`src/rtl/pc_sequencer.sv`:
```
// pc_sequencer: next-PC generator and PC register for the 8-bit MIPS core.
// Ports:
//   clk, rst          - clock; synchronous active-high reset
//   fetch_ready       - instruction memory accepts pc_out this cycle
//   stall             - pipeline hazard, blocks sequential advance
//   branch_taken      - taken-branch redirect, target = pc_plus1 + signed branch_offset
//   jump, jump_target - absolute redirect (wins over branch)
//   halt, resume      - enter / leave the HALT state
//   pc_out            - registered current PC (feeds program_counter pc_ip)
//   pc_plus1          - combinational pc_out + INCR
//   pc_valid          - pc_out is a valid fetch address
//   halted            - high while in HALT
//   redirect_pending  - a redirect is latched awaiting resume
module pc_sequencer #(
  parameter logic [7:0] RESET_PC = 8'h00,
  parameter logic [7:0] INCR     = 8'h01
) (
  input  logic       clk,
  input  logic       rst,
  input  logic       fetch_ready,
  input  logic       stall,
  input  logic       branch_taken,
  input  logic [7:0] branch_offset,
  input  logic       jump,
  input  logic [7:0] jump_target,
  input  logic       halt,
  input  logic       resume,
  output logic [7:0] pc_out,
  output logic [7:0] pc_plus1,
  output logic       pc_valid,
  output logic       halted,
  output logic       redirect_pending
);

  localparam int unsigned PC_W = 8;

  localparam logic [1:0] BOOT = 2'd0;
  localparam logic [1:0] RUN  = 2'd1;
  localparam logic [1:0] HALT = 2'd2;

  logic [1:0]      state_q, state_d;
  logic [PC_W-1:0] pc_d;
  logic            valid_d;
  logic            halted_d;
  logic            pending_d;
  logic [PC_W-1:0] pend_q, pend_d;
  logic [PC_W-1:0] branch_target;
  logic            redirect_req;
  logic [PC_W-1:0] redirect_target;

  // Link/branch base; wraps silently at 8 bits.
  assign pc_plus1 = PC_W'(pc_out + INCR);

  // Two's-complement add gives the signed-offset target modulo 256.
  assign branch_target   = PC_W'(pc_plus1 + branch_offset);
  assign redirect_req    = jump | branch_taken;
  assign redirect_target = jump ? jump_target : branch_target;

  // Next-state and next-output logic.
  always_comb begin
    state_d   = state_q;
    pc_d      = pc_out;
    valid_d   = pc_valid;
    halted_d  = halted;
    pending_d = redirect_pending;
    pend_d    = pend_q;
    case (state_q)
      BOOT: begin
        state_d = RUN;
        valid_d = 1'b1;
      end
      RUN: begin
        if (halt) begin
          state_d  = HALT;
          halted_d = 1'b1;
          valid_d  = 1'b0;
          if (redirect_req) begin
            pend_d    = redirect_target;
            pending_d = 1'b1;
          end
        end else if (redirect_req) begin
          pc_d = redirect_target;
        end else if (pc_valid && fetch_ready && !stall) begin
          pc_d = pc_plus1;
        end
      end
      HALT: begin
        valid_d = 1'b0;
        if (resume && !halt) begin
          state_d  = RUN;
          halted_d = 1'b0;
          valid_d  = 1'b1;
          // A redirect arriving with resume supersedes the latched one.
          if (redirect_req) begin
            pc_d      = redirect_target;
            pending_d = 1'b0;
          end else if (redirect_pending) begin
            pc_d      = pend_q;
            pending_d = 1'b0;
          end
        end else if (redirect_req) begin
          pend_d    = redirect_target;
          pending_d = 1'b1;
        end
      end
      default: begin
        state_d = BOOT;
      end
    endcase
  end

  // State and output registers.
  always_ff @(posedge clk) begin
    if (rst) begin
      state_q          <= BOOT;
      pc_out           <= RESET_PC;
      pc_valid         <= 1'b0;
      halted           <= 1'b0;
      redirect_pending <= 1'b0;
      pend_q           <= '0;
    end else begin
      state_q          <= state_d;
      pc_out           <= pc_d;
      pc_valid         <= valid_d;
      halted           <= halted_d;
      redirect_pending <= pending_d;
      pend_q           <= pend_d;
    end
  end

endmodule

```
`config.mk`:
```
export PLATFORM = sky130hd
export DESIGN_NAME = pc_sequencer
export DESIGN_NICKNAME = d
export VERILOG_FILES = /design/src/rtl/pc_sequencer.sv
export SDC_FILE = /design/constraint.sdc
export NUM_CORES = 1
export LEC_CHECK = 0
export CORE_MARGIN = 3
export CORE_UTILIZATION = 35
export CTS_BUF_LIST = sky130_fd_sc_hd__clkbuf_8
export CTS_CLUSTER_DIAMETER = 60
export CTS_CLUSTER_SIZE = 14
export DETAILED_ROUTE_END_ITERATION = 8
export PLACE_DENSITY = 0.65
export SLEW_MARGIN = 10
export SYNTH_ARGS = -nofsm -noshare
export SYNTH_HDL_FRONTEND = slang
export SYNTH_SLANG_ARGS = --single-unit
```
`constraint.sdc`:
```
create_clock -name clk -period 5.8 [get_ports clk]
set_input_delay 1.16 -clock clk [delete_from_list [all_inputs] [get_ports clk]]
set_output_delay 1.16 -clock clk [all_outputs]
set_load 0.05 [all_outputs]
```
==> results by group, run 1 <==
Setup path
  • WP buf/inv: 1
  • Crit path DAT: 2.34 ns
  • Worst R2R Path Depth: 8
  • Crit start category: flop
  • CP Capture Type: output pin
  • RR Endpoint: pc_out[6]$_SDFFE_PP0P_
  • Crit-path max FO: 7
  • Slowest CP cell: clkdlybuf4s50_1
  • Critical path class: flop to output pin
  • R2R Path Start: pc_out[0]$_SDFFE_PP0P_
  • Max incr delay on CP: 0.85 ns
  • CP cell instances: ha_1 -> nand3_1 -> nor2_1 -> xor2_1 -> clkdlybuf4s50_1
  • Crit path max-delay family: buffers and inverters
  • R2R Setup Slk: 3.20 ns
  • Critical Path RT: 4.64 ns

GRT
  • Met2 global-route usage: 0.2413
  • Pin count of the biggest net entering global routing: 27
  • Busiest grt layer: met2
  • Met1 usage: 0.2399
  • GR Overflow Total: 0
  • Number of global-route vias before repair: 1,367
  • Antenna violations before repair: 0
  • GRT Resource Usage Total: 0.1603
  • Met3 Track Usage GR: 0.03030
  • First-pass GRT wire length: 6775 um

Synthesis
  • Mapped Nets: 232
  • Main combinational cell family by area after synthesis: compound AO/OA/AOI/OAI gates
  • Share of the synthesized area in the top cell type: 0.2662
  • Mux contribution to synthesized area: 0.04517
  • Top cells by area, synth: dfxtp_1, ha_1, a21oi_1
  • Post-synth top area cell: dfxtp_1
  • Mapped Cells: between 150 and 200
  • Post-synthesis simple-gate area fraction: 0.2108
  • Syn. warnings: 0
  • Cell Area, Synth: 0.001579 mm2
  • Synth top cells by count: dfxtp_1, a21oi_1, nor2_1
  • Syn_area_per_cell: a little over 8 um2
  • Synth Flop Type: dfxtp_1
  • Yosys cell types: 47
  • Async S/R FF share, synth: 0
  • FF+latch count, synth: 21
  • Post-synthesis adder-cell area fraction: 0.1157
  • Count leader, synth: dfxtp_1
  • Post-synth EDFFs: 0
  • Compound-cell area share of the yosys netlist: 0.2623
  • XOR/XNOR share of the synthesized area: 0.05864
  • Sequential area share after synthesis: 0.2662

Drt
  • Via Count: 1,486
  • DR pass1 iterations: 4
  • DR WL/cell: about 14 um
  • DR iter-0 viols: 88
  • Post-DR vias/cell: 5.288
  • Post-Route WL: between 4000 and 5000 um
  • ANT nets after route: 0
  • Residual DRC: 0

Pwr
  • Pwr/cell area: 271.4 mW/mm2
  • Max VDD drop: 0.1506 mV
  • Pwr Total: about 0.56 mW
  • Leakage Power: slightly below 0.8 nW

Final layout
  • Synth-to-Final Area Change: 30.98%
  • Final core occ: 0.4957
  • Final #Nets: 270
  • Layout cells sized above 1: 0.04329
  • Multi-input gate area in the final layout: roughly 0.0011 mm2
  • FF/Latch Area: 420.4 um2
  • Fill count: slightly above 400
  • Ant diodes: 0

STA
  • Tcrit/Tclk final: 0.6040
  • Fin Hold WS: roughly 0.45 ns
  • Slew margin rel.: 0.4034
  • Finish-stage setup viols: 0
  • Fin crit period: 3.503 ns
  • Worst slew pin tran: 0.8922 ns
  • Worst Clk Skew: around 0.0013 ns
  • Hold violation total from the final report: 0
  • Setup ws final: 2.297 ns
  • RSZ-0062 raised after global routing: no
  • FMAX: between 200 and 300 MHz
  • Final Max Tran Viols: 0
  • Setup_tns: 0 ns

Hold path
  • Hold Path Depth: 2
  • WHS Endpoint: pend_q[5]$_SDFFE_PP0P_
  • Hold Path Origin: pend_q[5]$_SDFFE_PP0P_
  • Worst min path class: flop to flop

Floorplan
  • Starting Density: 0.3784
  • Overall die height: about 73 um
  • Die W: 73.17 um
  • Row count: 23
  • CORE AREA: 0.004173 mm2
  • I/O pins: 43
  • Die ar.: about 0.0054 mm2

Placed design
  • Dpl ws: 2.409 ns
  • Placed wire-length estimate: between 3000 and 4000 um
  • Port buffer count: 42
  • GP Congestion: 0.8014

Clock network
  • Root buffer cell: clkbuf_8
  • CTS tree: done
  • Worst-Skew Late Latency: between 0.2 and 0.3 ns
  • Clock Pin Slew Worst Setup and Hold Paths: 0.08 ns
  • CTS H-tree depth: 1
  • Clock buffer count from CTS: 3
  • Clock Tree Buf Depth: 2
  • CTS-repair resized insts: 0
  • CTS sink count: 21
  • Hold buffer count at CTS: 0
  • # Post-CTS Setup Buffers: 0

Outcome
  • Outcome: finished, final reports clean

Flow run
  • Max-cap check violation count: 0
[state kept, by name (all words and copies together) (netlist names)]
register / count
pc_out: 8
halted: 1
pc_valid: 1
state_q: 2
redirect_pending: 1
pend_q: 8
[report_power, final]
group / switching [mW] / leakage [nW] / internal (mW)
Sequential: 0.0189 / 0.172 / 0.165
Clock: 0.0490 / 0.0269 / 0.0472
Combinational: 0.169 / 0.590 / 0.112
Total: 0.237 / 0.789 / 0.324
[layout by cell type (no fill, tap or decap), types with 4 or more instances in the layout]
cell type,n
a211oi_1,5
nor2b_1,5
nand3_1,4
dfxtp_1,21
nand2b_1,6
nor2_1,20
clkdlybuf4s50_1,42
mux2i_1,6
a21oi_1,20
ha_1,13
xnor2_1,5
nand2_1,11
inv_1,8
nor3_1,6
o21ai_0,8
[logic make-up (layout without fill, tap and decap cells)]
| logic type | count (synthesis) | in the layout |
|---|---|---|
| multiplexers | 7 | 7 |
| adder cells (fa/ha/maj) | 14 | 14 |
| flip-flops | 21 | 21 |
| AO/OA/AOI/OAI | 62 | 62 |
| AND/OR/NAND/NOR | 65 | 65 |
| XOR/XNOR | 9 | 9 |
| buffers and inverters | 16 | 53 |
[worst register-to-register path, cell delays in order (launching register included)]
cell      delay [ns]
dfxtp_1         0.46
ha_1            0.24
nand3_1         0.14
nor2_1          0.14
xor2_1          0.25
ha_1            0.33
or4_1           0.53
and3_4          0.19
a311oi_2        0.22
[per-layer routing]
layer  wire (um)  part of all wire
met5           0                 0
met4          24            0.0059
met3         197             0.049
met2        1780              0.44
met1        2042              0.50
[metrics by stage]
| step | instance area (um2) | instances |
|---|---|---|
| floorplan | 1579 | 194 |
| global placement | 2023 | 277 |
| detailed placement | 2023 | 277 |
| CTS | 2068 | 281 |
| global route | 2068 | 281 |
| finish | 2068 | 281 |
[final cells by class]
type | instances | area share
timing repair buffer | 42 | 0.2033
multi-input combinational | 157 | 0.5287
clock inverter | 1 | 0.001815
sequential | 21 | 0.2033
inverter | 7 | 0.01270
tap | 50 | 0.03025
clock buffer | 3 | 0.01996
[worst max-delay path by stage]
stage | start | endpoint | slack (ns) | cells after the start
final | pc_out[0]$_SDFFE_PP0P_ | pc_plus1[6] | 2.30 | 5
after global routing | pc_out[0]$_SDFFE_PP0P_ | pc_plus1[6] | 2.09 | 5
after CTS | pc_out[0]$_SDFFE_PP0P_ | pc_plus1[6] | 2.26 | 5
after detailed placement | branch_offset[0] | pc_out[6]$_SDFFE_PP0P_ | 2.41 | 8
after global placement | branch_offset[0] | pc_out[6]$_SDFFE_PP0P_ | 2.42 | 8
after floorplan | pc_out[0]$_SDFFE_PP0P_ | pc_out[6]$_SDFFE_PP0P_ | 2.32 | 8
Note: power is estimated with default switching activity, not from simulation.
==> run 2: changes to the inputs <==
clock period = 3.43 ns   (was 5.8 ns; I/O delays follow)
==> run 2 against run 1 <==
Via count is 1.7% higher. Count of clock-buffer cells in the layout did not move. Combinational power up 73%. Register-to-register slack worse by 2.4 ns. Global-route usage grew 0.28 points. Largest cell class unchanged.
==> results by group, run 2 (same netlist as run 1, synthesis figures left out) <==
Final layout
  • Commonest non-fill, non-tap cell in the layout: clkdlybuf4s50_1
  • Final core occ: 0.5028
  • Ant diodes: 0
  • Synth-to-Final Area Change: 32.88%
  • Most frequent cells in the layout: clkdlybuf4s50_1, dfxtp_1, nor2_1, a21oi_1, ha_1
  • Final Cell Area: 0.002098 mm2
  • Top Registers: pc_out: 8 flops, pend_q: 8 flops, state_q: 2 flops
  • Final #Nets: 273
  • Layout cells sized above 1: 0.05983

STA
  • Slew margin rel.: 0.4094
  • Worst slew pin tran: 0.8831 ns
  • FMAX: 329.7 MHz
  • Setup_tns: 0 ns
  • Worst Clk Skew: 0.005101 ns
  • Finish-stage setup viols: 0
  • RSZ-0062 raised after global routing: no
  • Hold violation total from the final report: 0
  • Fin crit period: a little over 3 ns
  • Tcrit/Tclk final: 0.8843
  • Final Max Tran Viols: 0

Pwr
  • Pwr Total: between 0.9 and 1 mW
  • Psw: approximately 0.40 mW
  • Int Power: 0.5554 mW
  • Pwr/cell area: 457.5 mW/mm2
  • Combinational share of power: 0.506
  • Max VDD drop: 0.2329 mV
  • Clock power frac: 0.169
  • Switching share of total power: 0.4214
  • Seq pwr share: 0.324
  • Leakage Power: ~0.8 nW

GRT
  • GRT Resource Usage Total: 0.1631
  • GR Overflow Total: 0
  • Pin count of the biggest net entering global routing: 24
  • Number of global-route vias before repair: roughly 1,400
  • Antenna violations before repair: 0
  • First-pass GRT wire length: 6817 um

Clock network
  • Clock buffer count from CTS: 3
  • Hold buffer count at CTS: 0
  • CTS sink count: 21
  • Clock Pin Slew Worst Setup and Hold Paths: 0.08 ns
  • CTS-repair resized insts: 0
  • Root buffer cell: clkbuf_8
  • CTS tree: done
  • Clock Tree Buf Depth: 2
  • # Post-CTS Setup Buffers: 0
  • Worst-Skew Late Latency: 0.27 ns
  • CTS H-tree depth: 1

Setup path
  • Crit-path max FO: 7
  • Crit path DAT: 2.35 ns
  • Critical Path RT: 2.74 ns
  • CP Capture Type: output pin
  • Critical path class: flop to output pin
  • Crit start category: flop

Floorplan
  • CORE AREA: ~0.0042 mm2
  • Die W: between 70 and 80 um
  • Die ar.: 0.005353 mm2
  • I/O pins: 43
  • Row count: 23
  • Overall die height: 73.17 um
  • Starting Density: 0.3784

Placed design
  • GP Congestion: 0.7675
  • DP Area: 0.002053 mm2
  • Placed wire-length estimate: approximately 3200 um
  • Port buffer count: 42

Drt
  • Post-Route WL: 4128 um
  • Via Count: approximately 1,500
  • Post-DR vias/cell: roughly 5.3
  • DR pass1 iterations: 4
  • ANT nets after route: 0
  • DR WL/cell: 14.54 um
  • DR iter-0 viols: 75
  • Residual DRC: 0

Outcome
  • Outcome: finished, final reports clean

Flow run
  • Max-cap check violation count: 0

Hold path
  • Worst min path class: flop to flop
[run 2: cell types whose count changed in the layout (fill, tap and decap cells not counted)]
| cell | delta |
|---|---|
| buf_4 | +3 |
| xor2_1 | -1 |
| xor2_2 | +1 |
[run 2: through the flow]
stage               cells  setup slack (ns)  hold slack, ns
floorplan             194           0.07217          0.4312
global placement      280            0.5223          0.4410
detailed placement    280            0.4892          0.4455
CTS                   284            0.3619          0.4574
global route          284            0.2270          0.4817
finish                284            0.3970          0.4577
[run 2: final timing paths]
kind	start	to	slack, ns	cells past startpoint
max	pc_out[0]$_SDFFE_PP0P_	pc_plus1[6]	0.40	5
min	pend_q[3]$_SDFFE_PP0P_	pend_q[3]$_SDFFE_PP0P_	0.46	2
max reg2reg	pc_out[0]$_SDFFE_PP0P_	pend_q[7]$_SDFFE_PP0P_	0.82	9
min reg2reg	pend_q[3]$_SDFFE_PP0P_	pend_q[3]$_SDFFE_PP0P_	0.46	2
[run 2: power groups by stage]
stage | Combinational (mW) | Sequential [mW] | Clock (mW)
4_1_cts | 0.487 | 0.312 | 0.167
3_5_place_dp | 0.484 | 0.317 | 0
2_1_floorplan | 0.278 | 0.372 | 0
6_report | 0.486 | 0.311 | 0.163
3_3_place_gp | 0.482 | 0.316 | 0
5_1_grt | 0.528 | 0.317 | 0.181
[run 2: area by class of cell]
type,count,area (um2)
fillers,410,2074
multi-input cells,157,1101
repair buffers,45,442.9
flip-flops and latches,21,420.4
well taps,50,62.56
clock buffers,3,41.29
inverters,7,26.28
clock inverters,1,3.754
[run 2: metal layers]
layer | up-vias | routed length [um] | GRT usage | part of all wire
li1 | 789 | - | - | -
met1 | 684 | 2005 | 0.2364 | 0.49
met2 | 34 | 1879 | 0.2463 | 0.46
met5 | - | 0 | 0 | 0
met3 | 4 | 215 | 0.03857 | 0.052
met4 | 0 | 27 | 0.03074 | 0.0065
[run 2: critical path, stage by stage, from the launching register on]
cell and delay (ns):
dfxtp_1 0.47, ha_1 0.23, nand3_1 0.15, nor2_1 0.19
xor2_2 0.21, clkdlybuf4s50_1 0.83
==> run 3: changes to the inputs <==
CTS_CLUSTER_SIZE = not set   (was 14)
GPL_ROUTABILITY_DRIVEN = 0   (was not set)
==> results of run 3 <==
Same layout as run 2: the final DEF is identical, and so are final timing and power.
